**src/rtl/lut_func_eval.sv**
```systemverilog
// lut_func_eval: reloadable N_IN-input / N_OUT-output truth-table evaluator.
// After reset the table is zeroed one entry per cycle, which takes 2^N_IN
// cycles with busy high. The block then evaluates input vectors through a
// one-stage valid/ready pipeline at up to one vector per cycle.
// Optional build macro: LUT_PARITY_EN. When it is defined, each entry keeps
// an even-parity bit and an out_perr output is added.
module lut_func_eval #(
    parameter int N_IN  = 5,
    parameter int N_OUT = 12,
    parameter int CNT_W = 16
) (
    input  logic             clk,
    input  logic             rst_n,
    input  logic             cfg_we,
    input  logic [N_IN-1:0]  cfg_addr,
    input  logic [N_OUT-1:0] cfg_data,
    output logic             busy,
    input  logic             in_valid,
    output logic             in_ready,
    input  logic [N_IN-1:0]  in_x,
    output logic             out_valid,
    input  logic             out_ready,
    output logic [N_OUT-1:0] out_f,
`ifdef LUT_PARITY_EN
    output logic             out_perr,
`endif
    output logic [CNT_W-1:0] eval_cnt
);

    localparam int DEPTH = 1 << N_IN;

    typedef enum logic {
        ST_CLEAR = 1'b0,
        ST_RUN   = 1'b1
    } state_t;

    // Even parity bit: set so that data plus parity holds an even number of ones.
    function automatic logic even_parity(input logic [N_OUT-1:0] data);
        even_parity = ^data;
    endfunction

    state_t            state_r;
    logic [N_IN-1:0]   clr_idx_r;
    logic [N_OUT-1:0]  table_r [DEPTH];

    logic              accept_s;
    logic              drain_s;
    logic              wr_en_s;
    logic [N_IN-1:0]   wr_addr_s;
    logic [N_OUT-1:0]  wr_data_s;

`ifdef LUT_PARITY_EN
    logic              par_r [DEPTH];
    logic              wr_par_s;
`endif

    // Handshake decode. An input is taken when the output stage is empty or is
    // draining on the same edge, so a continuous stream has no bubble.
    always_comb begin
        in_ready = 1'b0;
        accept_s = 1'b0;
        drain_s  = 1'b0;
        if (state_r == ST_RUN) begin
            in_ready = (!out_valid) || out_ready;
        end else begin
            in_ready = 1'b0;
        end
        accept_s = in_valid && in_ready;
        drain_s  = out_valid && out_ready;
    end

    // Select the table write port. CLEAR owns the port, and configuration
    // writes that arrive during CLEAR are dropped rather than queued.
    always_comb begin
        wr_en_s   = 1'b0;
        wr_addr_s = {N_IN{1'b0}};
        wr_data_s = {N_OUT{1'b0}};
`ifdef LUT_PARITY_EN
        wr_par_s  = 1'b0;
`endif
        if (state_r == ST_CLEAR) begin
            wr_en_s   = 1'b1;
            wr_addr_s = clr_idx_r;
            wr_data_s = {N_OUT{1'b0}};
`ifdef LUT_PARITY_EN
            wr_par_s  = 1'b0;
`endif
        end else if (cfg_we) begin
            wr_en_s   = 1'b1;
            wr_addr_s = cfg_addr;
            wr_data_s = cfg_data;
`ifdef LUT_PARITY_EN
            wr_par_s  = even_parity(cfg_data);
`endif
        end else begin
            wr_en_s   = 1'b0;
        end
    end

    // Table storage. It has no reset because CLEAR zeroes it after every reset.
    // Reads elsewhere see the pre-edge contents, which gives read-before-write.
    always_ff @(posedge clk) begin
        if (wr_en_s) begin
            table_r[wr_addr_s] <= wr_data_s;
`ifdef LUT_PARITY_EN
            par_r[wr_addr_s]   <= wr_par_s;
`endif
        end
    end

    // Control FSM with the registered result stage, busy flag and counter.
    always_ff @(posedge clk or negedge rst_n) begin
        if (!rst_n) begin
            state_r   <= ST_CLEAR;
            clr_idx_r <= {N_IN{1'b0}};
            busy      <= 1'b1;
            out_valid <= 1'b0;
            out_f     <= {N_OUT{1'b0}};
`ifdef LUT_PARITY_EN
            out_perr  <= 1'b0;
`endif
            eval_cnt  <= {CNT_W{1'b0}};
        end else begin
            case (state_r)
                ST_CLEAR: begin
                    clr_idx_r <= clr_idx_r + N_IN'(1);
                    if (clr_idx_r == {N_IN{1'b1}}) begin
                        state_r <= ST_RUN;
                        busy    <= 1'b0;
                    end else begin
                        state_r <= ST_CLEAR;
                        busy    <= 1'b1;
                    end
                end
                ST_RUN: begin
                    state_r <= ST_RUN;
                    busy    <= 1'b0;
                end
                default: begin
                    state_r   <= ST_CLEAR;
                    clr_idx_r <= {N_IN{1'b0}};
                    busy      <= 1'b1;
                end
            endcase

            if (accept_s) begin
                out_valid <= 1'b1;
                out_f     <= table_r[in_x];
`ifdef LUT_PARITY_EN
                out_perr  <= par_r[in_x] ^ even_parity(table_r[in_x]);
`endif
            end else if (drain_s) begin
                out_valid <= 1'b0;
            end else begin
                out_valid <= out_valid;
            end

            if (drain_s) begin
                eval_cnt <= eval_cnt + CNT_W'(1);
            end else begin
                eval_cnt <= eval_cnt;
            end
        end
    end

endmodule
```
**config.mk**
```make
export PLATFORM = sky130hd
export DESIGN_NAME = lut_func_eval
export DESIGN_NICKNAME = d
export VERILOG_FILES = /design/src/rtl/lut_func_eval.sv
export SDC_FILE = /design/constraint.sdc
export NUM_CORES = 1
export LEC_CHECK = 0
export ABC_AREA = 1
export BUFFER_PORTS_ARGS = -buffer_cell sky130_fd_sc_hd__buf_2
export CAP_MARGIN = 40
export CORE_MARGIN = 4
export CORE_UTILIZATION = 50
export CTS_BUF_LIST = sky130_fd_sc_hd__clkbuf_4 sky130_fd_sc_hd__clkbuf_8 sky130_fd_sc_hd__clkbuf_16
export CTS_CLUSTER_DIAMETER = 30
export DETAILED_ROUTE_END_ITERATION = 6
export HOLD_SLACK_MARGIN = 0.05
export PLACE_DENSITY = 0.66
export SYNTH_ARGS = -nofsm -noshare
export SYNTH_HDL_FRONTEND = slang
export SYNTH_SLANG_ARGS = --single-unit
export TNS_END_PERCENT = 10
```
**constraint.sdc**
```tcl
create_clock -name clk -period 2.6 [get_ports clk]
set_clock_uncertainty 0.05 [all_clocks]
set_input_delay 0.13 -clock clk [delete_from_list [all_inputs] [get_ports clk]]
set_output_delay 0.13 -clock clk [all_outputs]
set_load 0.1 [all_outputs]
```
==> impl_metrics.tcl <==
set metrics [dict create \
    status "finished clean" \
    antenna_found_initial 0 \
    grtUsageMet2_pct 36.6 \
    grt_pass1_vias 11397 \
    grt_max_degree 130 \
    p_leak_nw 8.42 \
    hp-class "input pin to register" \
    layout.nets 1641 \
    die_w_um 194 \
    clk_latency_ps 560 \
    met3_usage_pct 3.72 \
    die_h_um 194 \
    critPathCaptureType "register" \
    via_count 11701 \
    tightest_slew_ps 864 \
    syn_area_per_cell_um2 11.5 \
    cts_buffers 71 \
    startpoint_type "register" \
    initial_core_util_pct 51.0 \
    slew_headroom_pct 42.4 \
    critPathBufInv 2 \
    drc 0 \
    dp_cells 1982 \
    crit_arrival_ps 2410 \
    worst-path-max-fanout 12 \
    clock-sinks 420 \
    setup_viol 0 \
    root_buffer "clkbuf_16" \
    core_mm2 0.0338 \
    cts_tree "done" \
    ys_warn_count 0 \
    via_per_inst 5.53 \
    io-pin-count 58 \
    max-vdd-ir-drop_mv 0.632 \
    die_area_mm2 0.0375 \
    tns_ps 0 \
    synth_edf_count 384 \
    fillers 2652 \
    ant_nets 0 \
    finalCritPeriodShare_pct 85.2 \
    critical_path_class "register to register" \
    grt_pass1_wl_um 66800 \
    async_flop_share_pct 8.57 \
    dp_hpwl_um 25700 \
    final_cells 2115 \
    htree_levels 3 \
    slew_viol_final 0 \
    track_usage_pct 23.0 \
    ys_seq_area_share_pct 72.1 \
    worstPathRequired_ps 2790 \
    holdWs_ps 57.4 \
    gr-usage-met1_pct 32.8 \
    drive_above_1_share_pct 16.5 \
    cellPowerDensity_mw_per_mm2 908 \
    top_usage_layer "met2" \
    diodes 0 \
    fp-row-count 67 \
    cts_resized 0 \
    finalHoldViolations 0 \
    cp_top_family "simple AND/OR/NAND/NOR gates" \
    synthesis.nets 1527 \
    synthCells 1497 \
    gp_congestion 0.847 \
    drtIter0Drc 1331 \
    rsz0062_at_grt "false" \
    area_growth_syn_to_layout_pct 20.8 \
    drv_cap 0 \
    slowest_stage "dfrtp_1" \
    crit_chain "nand2_1 > inv_1 > a22oi_1 > nand2_1 > nor3_2 > buf_4" \
    drt_pass1_iterations 6 \
    avgRoutedWirePerCell_um 20.9 \
    fmax_ghz 0.451 \
    clk_pin_slew_ps 50 \
    portBuffers 57 \
    grt_overflow 0 \
    ys_ff_latch 420 \
    netlist_area_mm2 0.0172 \
    cts_buffer_depth 3 \
    crit_top_cell "nand2_1" \
    routed_wl_um 44200 \
    synth.distinct_cells 31 \
    cpPeakStageDelay_ps 440 \
    synth_ff_type "edfxtp_1" \
    period_minus_slack_ps 2220 \
]
-- cell usage after synthesis (3+ instances only) --
master	instances	area (µm²)
xnor2_1	9	78.8
nand3_2	3	30.0
dfrtp_1	35	876
nand4_1	3	18.8
buf_4	18	135
buf_2	41	205
edfxtp_1	384	11500
nand2_1	532	2000
buf_1	7	26.3
inv_1	29	109
xor2_1	7	61.3
inv_2	5	18.8
clkbuf_1	17	63.8
ha_1	3	37.5
nand3_1	330	1650
nand2_2	3	18.8
nor2_1	54	203
-- cell families after synthesis --
family	Yosys count	synth area share [%]
fa+ha+maj	3	0.218
mux	1	0.0653
compound gates	8	0.479
xor+xnor	16	0.813
flops	420	72.1
buf+inv	118	3.30
simple gates	931	23.0
-- sequential cells by signal (all words and copies together), names as in the netlist --
name,cells
state_r,1
busy,1
out_valid,1
table_r,384
out_f,12
clr_idx_r,5
eval_cnt,16
-- worst paths after layout --
check | cells after the start | slack, ps | to | from
max | 6 | 380 | table_r[0][4] | state_r
min | 4 | 60 | out_f[11] | in_x[4]
max reg2reg | 6 | 380 | table_r[0][4] | state_r
min reg2reg | 2 | 420 | out_f[2] | out_f[2]
max in group asynchronous | 2 | 1760 | clr_idx_r[0] | rst_n
min in group asynchronous | 2 | 190 | eval_cnt[8] | rst_n
-- report_power, final --
group          switching, W  internal [W]
Combinational       0.00124      0.000304
Clock               0.00313       0.00670
Sequential        0.0000611       0.00748
Total               0.00443        0.0145
-- cell type report --
cell class / instances / area [µm²] / share of cell area [%]
Multi-Input combinational cell: 959 / 4270 / 20.5
Inverter: 34 / 134 / 0.643
Clock inverter: 44 / 613 / 2.94
Timing Repair Buffer: 125 / 877 / 4.21
Sequential cell: 420 / 12400 / 59.7
Tap cell: 448 / 561 / 2.69
Clock buffer: 85 / 1940 / 9.30
-- tightest hold or removal path, delay by kind of cell --
kind,cells,cell delay [ps]
AND/OR/NAND/NOR,3,300
buffers and inverters,1,180
-- cell usage in the layout (no fill, tap or decap), types with 2 or more instances in the layout --
cell,synthesis,final
edfxtp_1,384,384
ha_1,3,3
clkbuf_8,0,3
clkinvlp_4,0,6
bufinv_16,0,14
clkbuf_4,0,9
dlygate4sd3_1,0,4
nand2_2,3,3
clkinv_8,0,2
nand3_1,330,330
clkinv_2,0,11
a22oi_4,2,2
nand3_2,3,3
o21ai_0,2,2
a21oi_1,2,2
buf_12,0,5
nand2_1,532,532
clkbuf_16,0,73
inv_1,29,29
xor2_1,7,7
buf_2,41,55
clkinv_1,0,8
nor2_1,54,41
nand4_1,3,3
xnor2_1,9,9
dfrtp_1,35,35
inv_6,0,4
inv_2,5,3
buf_4,18,60
nor2_2,1,14
-- metrics by stage --
step,total power (W),setup WS (ps),area (µm²),util [%]
6_report,0.0189,384,20800,61.6
4_1_cts,0.0190,357,20800,61.6
2_1_floorplan,0.00874,1.97,17200,-
3_3_place_gp,0.00917,377,18200,54.0
3_5_place_dp,0.00919,370,18200,54.0
5_1_grt,0.0194,219,20800,61.6
-- routing by layer --
metal | vias up | routed length, µm
li1 | 5422 | -
met1 | 5643 | 18700
met2 | 530 | 20700
met3 | 106 | 3450
met4 | 0 | 1390
met5 | - | 0
-- what timing repair did --
action / CTS / global route
endpoints found under the hold margin: 45 / 0
hold buffers: 4 / 0
setup buffers: 0 / 0
Power figures use the tool's default switching activity.
